### src/rtl/regfile_2r1w.sv
// regfile_2r1w: DEPTH x WIDTH register file with one write port and two
// independent registered read ports (A and B). Reads have one cycle of latency,
// and a write to the same address in the same cycle is bypassed to the read
// ("write-first"). When ZERO_REG is 1, register 0 always reads as zero.
//
// Read interface: re_x is a request with no back-pressure, so there is no
// ready signal. rvalid_x is high for exactly the cycle after each accepted
// request. rdata_x is valid only while rvalid_x is high. Otherwise rdata_x
// keeps the last value it returned. Reset drops any request made in its cycle.
module regfile_2r1w #(
  parameter int WIDTH    = 32,
  parameter int DEPTH    = 32,
  parameter int ADDR_W   = 5,
  parameter int ZERO_REG = 1
) (
  input  logic              clk,
  input  logic              reset,
  input  logic              we,
  input  logic [ADDR_W-1:0] waddr,
  input  logic [WIDTH-1:0]  wdata,
  input  logic              re_a,
  input  logic [ADDR_W-1:0] raddr_a,
  output logic [WIDTH-1:0]  rdata_a,
  output logic              rvalid_a,
  input  logic              re_b,
  input  logic [ADDR_W-1:0] raddr_b,
  output logic [WIDTH-1:0]  rdata_b,
  output logic              rvalid_b
);

  localparam logic ZERO_EN = (ZERO_REG != 0);

  logic [WIDTH-1:0] mem [DEPTH];
  logic [WIDTH-1:0] next_a;
  logic [WIDTH-1:0] next_b;
  logic             wr_en;

  // A write to register 0 is discarded while that register is hardwired to zero.
  always_comb begin
    wr_en = we;
    if (ZERO_EN && (waddr == '0)) wr_en = 1'b0;
  end

  // Storage update. Reset clears every entry and takes priority over the write.
  always_ff @(posedge clk) begin
    if (reset) begin
      for (int i = 0; i < DEPTH; i++) mem[i] <= '0;
    end else if (wr_en) begin
      mem[waddr] <= wdata;
    end
  end

  // Port A read word. Bypass takes priority over the array, and the zero
  // register overrides both.
  always_comb begin
    next_a = mem[raddr_a];
    if (we && (waddr == raddr_a)) next_a = wdata;
    if (ZERO_EN && (raddr_a == '0)) next_a = '0;
  end

  // Port B read word, with the same priority as port A.
  always_comb begin
    next_b = mem[raddr_b];
    if (we && (waddr == raddr_b)) next_b = wdata;
    if (ZERO_EN && (raddr_b == '0)) next_b = '0;
  end

  // Port A output register. Data is held when no request is made.
  always_ff @(posedge clk) begin
    if (reset) begin
      rdata_a  <= '0;
      rvalid_a <= 1'b0;
    end else begin
      rvalid_a <= re_a;
      if (re_a) rdata_a <= next_a;
    end
  end

  // Port B output register. Data is held when no request is made.
  always_ff @(posedge clk) begin
    if (reset) begin
      rdata_b  <= '0;
      rvalid_b <= 1'b0;
    end else begin
      rvalid_b <= re_b;
      if (re_b) rdata_b <= next_b;
    end
  end

endmodule

### config.mk
export PLATFORM = sky130hd
export DESIGN_NAME = regfile_2r1w
export DESIGN_NICKNAME = d
export VERILOG_FILES = /design/src/rtl/regfile_2r1w.sv
export SDC_FILE = /design/constraint.sdc
export NUM_CORES = 2
export LEC_CHECK = 0
export CAP_MARGIN = 20
export CORE_MARGIN = 2
export CORE_UTILIZATION = 35
export DETAILED_ROUTE_END_ITERATION = 6
export PLACE_DENSITY = 0.49
export SETUP_SLACK_MARGIN = 0.5
export SYNTH_ARGS = -nofsm -noshare
export SYNTH_HDL_FRONTEND = slang
export SYNTH_SLANG_ARGS = --single-unit
### constraint.sdc
create_clock -name clk -period 2.6 [get_ports clk]
set_input_delay 0.52 -clock clk [delete_from_list [all_inputs] [get_ports clk]]
set_output_delay 0.52 -clock clk [all_outputs]
set_load 0.005 [all_outputs]
Yosys cells after proc, flatten, opt, wreduce, memory -nomap -nowiden --
Memory sizes are Yosys's and may differ from the RTL's. Cells that the tools add are included. Widths: inputs -> output; s select.
Storage, ports and cells: bits in registers 66, latch bits 0, bits in writable memories 1024, bits in read-only memories 0, input bits 52, output and inout bits 66, word-level logic and storage cells 26, memories kept 1
Memory list:
- mem | words 32, width 32, read ports 2, clocked after Yosys merged registers in 0, wr ports 32, line 33 | logic [WIDTH-1:0] mem [DEPTH];
Cells by class: add/subtract/negate cells 0, multipliers 0, divide/modulo/power cells 0, magnitude comparators 0, equal/unequal tests 2, shift operators 0, multiplexer cells 13, bitwise gates (word level) 0, reduce and logical (&&, ||, !) cells 6
Operators with widths (number):
- $mux 32 | 5
- $reduce_or 32->1 | 1
- $logic_not 5->1 | 3
- $eq 5x5->1 | 2
- $mux 1 | 7
- $mux 5 | 1
- $logic_and 1x1->1 | 2

Depth between registers and ports, before layout --
depth in word-level cells 7, mapped depth 9, gate-level depth less buffers 5

Worst setup path before layout --
OpenSTA, ideal clock, no wires.
path type input -> register, start in waddr[2], end mem mem[12][0] (enable), library setup time 0.330 ns, arrival time 2.030 ns, data required time 2.270 ns, slack 0.240 ns, cell stages on the path 6, path buffers 2, cells stage by stage buf_2 or3_1 nand4bb_1 clkbuf_1 nor2_1 or2_2
RTL lines:
- start: declaration | line 19 | input logic [ADDR_W-1:0] waddr,
- end: declaration | line 33

==> impl_metrics.csv <==
group,metric,value,unit
outcome,status,"complete, no violations",
cts,clock_latency,0.79,ns
floorplan,die-height,407,um
logic_synthesis,syn_area,56800,um^2
critical_path,r2r_end,"rdata_b[22]",
min_path,hp-class,"in2reg",
logic_synthesis,synth_top_area_frac,0.542,
logic_synthesis,ys.flop_type,"edfxtp_1",
sta,finalCritPeriodShare,0.810,
sta,drv_slew,0,
logic_synthesis,seq_area_frac_synth,0.565,
flow_run,drv_cap,0,
placement,io_buffers,117,
critical_path,r2r_cells,4,
min_path,min_path_cells,2,
logic_synthesis,yosysWarnings,0,
cts,cts_buffers,130,
logic_synthesis,synth_compound_area_frac,0.0718,
power,ir_drop,0.702,mV
floorplan,die_area,165000,um^2
critical_path,crit_required,3.13,ns
logic_synthesis,synth_xor_area_frac,0.00154,
logic_synthesis,ys_types,48,
routing,wl,234000,um
logic_synthesis,synth_edf_count,1024,
placement,place_hpwl,162000,um
logic_synthesis,synth.avg_cell_area,14.7,um^2
logic_synthesis,syn_inst,3872,
floorplan,core_area,161000,um^2
grt,grt_usage,0.283,
critical_path,cp_top_family,"buffers and inverters",
logic_synthesis,yosys.area.top_type,"edfxtp_1",
sta,max_freq,0.475,GHz
sta,rsz0062_at_grt,"false",
layout,fillers,14300,
cts,cts.htree.levels,4,
logic_synthesis,async_flop_share,0,
sta,setup_viol,0,
routing,num_vias,38700,
sta,worstMarginPinSlew,0.719,ns
placement,dp_slack,-0.548,ns
sta,period_needed,2.11,ns
logic_synthesis,synth_fa_ha_area_frac,0,
critical_path,startpoint_type,"primary input",
critical_path,critical_path_class,"in2reg",
layout,area_delta_synth_final,24.2,%
floorplan,io_pins,118,
grt,grt_pass1_vias,38900,
logic_synthesis,synthTopCellsByArea,"edfxtp_1 54%, mux4_2 18%, and2_1 11%, dfxtp_1 2.3%, mux2i_1 2.3%",
logic_synthesis,synth-simple-area-share,0.129,
critical_path,startpoint,"waddr[3]",
critical_path,crit_top_cell,"buf_12",
floorplan,die_w,407,um
critical_path,cp.buffers_inverters,5,
logic_synthesis,muxShareOfSynthArea,0.200,
sta,slew_headroom,0.519,
routing,vias_per_cell,5.91,
critical_path,rrSetupSlack,0.49,ns
logic_synthesis,synth_seq_cells,1090,
layout,final_cell_mix,"1024 x edfxtp_1, 993 x and2_1, 448 x mux4_2, 340 x buf_4, 211 x buf_12",
grt,grt_max_degree,51,
sta,hold_viol_final,0,
cts,cts_tree,"yes",
logic_synthesis,synth_top_family_by_area,"multiplexers",
min_path,hold_start,"reset",
routing,drtPass1Iterations,6,
layout,fin_nets,4334,
min_path,whs_endpoint,"rvalid_b",
routing,dr.first_iter.drc_count,5024,
cts,cts_sinks,1090,
layout,layout.cells.non_filler,6550,
critical_path,crit_chain,"clkdlybuf4s50_1 > buf_12 > buf_4 > or3_1 > nand4bb_1 > buf_12 > nor2_4 > or2_4 > buf_12",
critical_path,end_kind,"flip-flop",
grt,antenna_found_initial,17,
layout,final_common_cell,"edfxtp_1",
critical_path,timing.rr.start,"mem[30][22]",
critical_path,crit_path_max_incr_delay,0.46,ns
routing,drc_errors,0,
cts,clk_path_buf_depth,3,
power,p_per_area,634,nW/um^2
critical_path,cpMaxStageDelayCell,"clkdlybuf4s50_1",
sta,fin_skew,0.0253,ns
sta,setup_ws,0.495,ns
routing,ant_nets,0,
power,p_leak,25.1,nW
layout,drive_gt1_frac,0.312,
routing,drt-wirelength-per-cell,35.7,um
cts,clk_pin_slew,0.06,ns
grt,grt_pass1_wl,321000,um
grt,grt-ovfl-total,0,
placement,routabilityCongestion,0.892,
floorplan,initial_core_util,0.353,
cts,cts-root-buf,"clkbuf_16",
placement,dp.cells,6303,
critical_path,critPathArrivalTime,2.64,ns
floorplan,rows,147,
critical_path,worst-path-max-fanout,9,
-- cell families (layout without fill, tap and decap cells) --
| logic type | after synthesis | after routing |
|---|---|---|
| AO/OA/AOI/OAI | 552 | 552 |
| XOR/XNOR | 10 | 10 |
| buffers and inverters | 426 | 909 |
| flip-flops | 1090 | 1090 |
| multiplexers | 576 | 576 |
| other | 1 | 36 |
| AND/OR/NAND/NOR | 1217 | 1217 |
-- per-layer routing --
metal | track usage | vias to the layer above | wire length (um)
met3 | 0.0448 | 408 | 18500
met2 | 0.451 | 1969 | 109000
met1 | 0.389 | 20500 | 96700
met4 | 0.110 | 0 | 9890
met5 | 0 | - | 0
li1 | - | 15800 | -
-- flip-flops by register name, indices dropped and copies added (netlist names) --
register / cells
mem: 1024
rdata_a: 32
rvalid_b: 1
rvalid_a: 1
rdata_b: 32
-- power by group --
group / switching (W) / leakage, nW / internal, W
combinational: 0.00321 / 12.8 / 0.00271
sequential: 0.000668 / 10.3 / 0.0202
clock: 0.00769 / 2.00 / 0.0102
-- area by class of cell --
class | count | area [um^2] | area share
multi-input combinational | 2387 | 23600 | 0.334
tap | 2160 | 2700 | 0.0383
clock inverter | 60 | 528 | 0.00749
timing repair buffer | 670 | 7940 | 0.113
clock buffer | 176 | 3550 | 0.0504
sequential | 1090 | 32200 | 0.457
inverter | 3 | 17.5 | 0.000248
antenna | 4 | 10.0 | 0.000142
-- repair_timing --
| action | CTS | global route |
|---|---|---|
| setup buffers | 3 | 2 |
| pin swaps | 0 | 3 |
| hold buffers | 0 | 0 |
| gates cloned | 0 | 1 |
| gates resized for setup | 155 | 5 |
| setup endpoints to repair | 68 | 49 |
-- Yosys cell counts, drive strengths merged (2+ instances only) --
cell type and number:
and2 995, o221ai 20, xor2 4, buf 108, or2 31, a2111oi 20
o31ai 20, a2111o 32, nor2 35, xnor2 6, dfxtp 66, edfxtp 1024
nand3 2, inv 2, mux2i 128, and3 20, o211ai 44, mux4 448
a22o 44, nor2b 26, o211a 2, a22oi 128, or4 2, nand2 91
o21ai 99, a21oi 65, nand3b 5, clkbuf 315, a221oi 76, or3b 3
-- stage by stage --
stage | util | hold WS [ns] | power, W | TNS (ns) | cell area, um^2
after floorplan | - | 0.475 | 0.0239 | 0 | 57400
after global placement | 0.412 | 0.487 | 0.0271 | -166.01 | 66200
after detailed placement | 0.412 | 0.497 | 0.0271 | -189.36 | 66200
after CTS | 0.438 | 0.158 | 0.0450 | 0 | 70400
after global routing | 0.439 | 0.189 | 0.0459 | 0 | 70500
final | 0.439 | 0.220 | 0.0447 | 0 | 70500
-- worst max path at each step --
stage | cells after the start | slack, ns | endpoint
finish | 9 | 0.49 | mem[4][26]
global placement | 7 | -0.53 | rdata_a[11]
detailed placement | 7 | -0.55 | rdata_a[11]
global route | 9 | 0.50 | mem[4][8]
CTS | 1 | 0.29 | rdata_b[5]
floorplan | 5 | 0.34 | mem[31][0]
(Power assumes the default switching activity.)
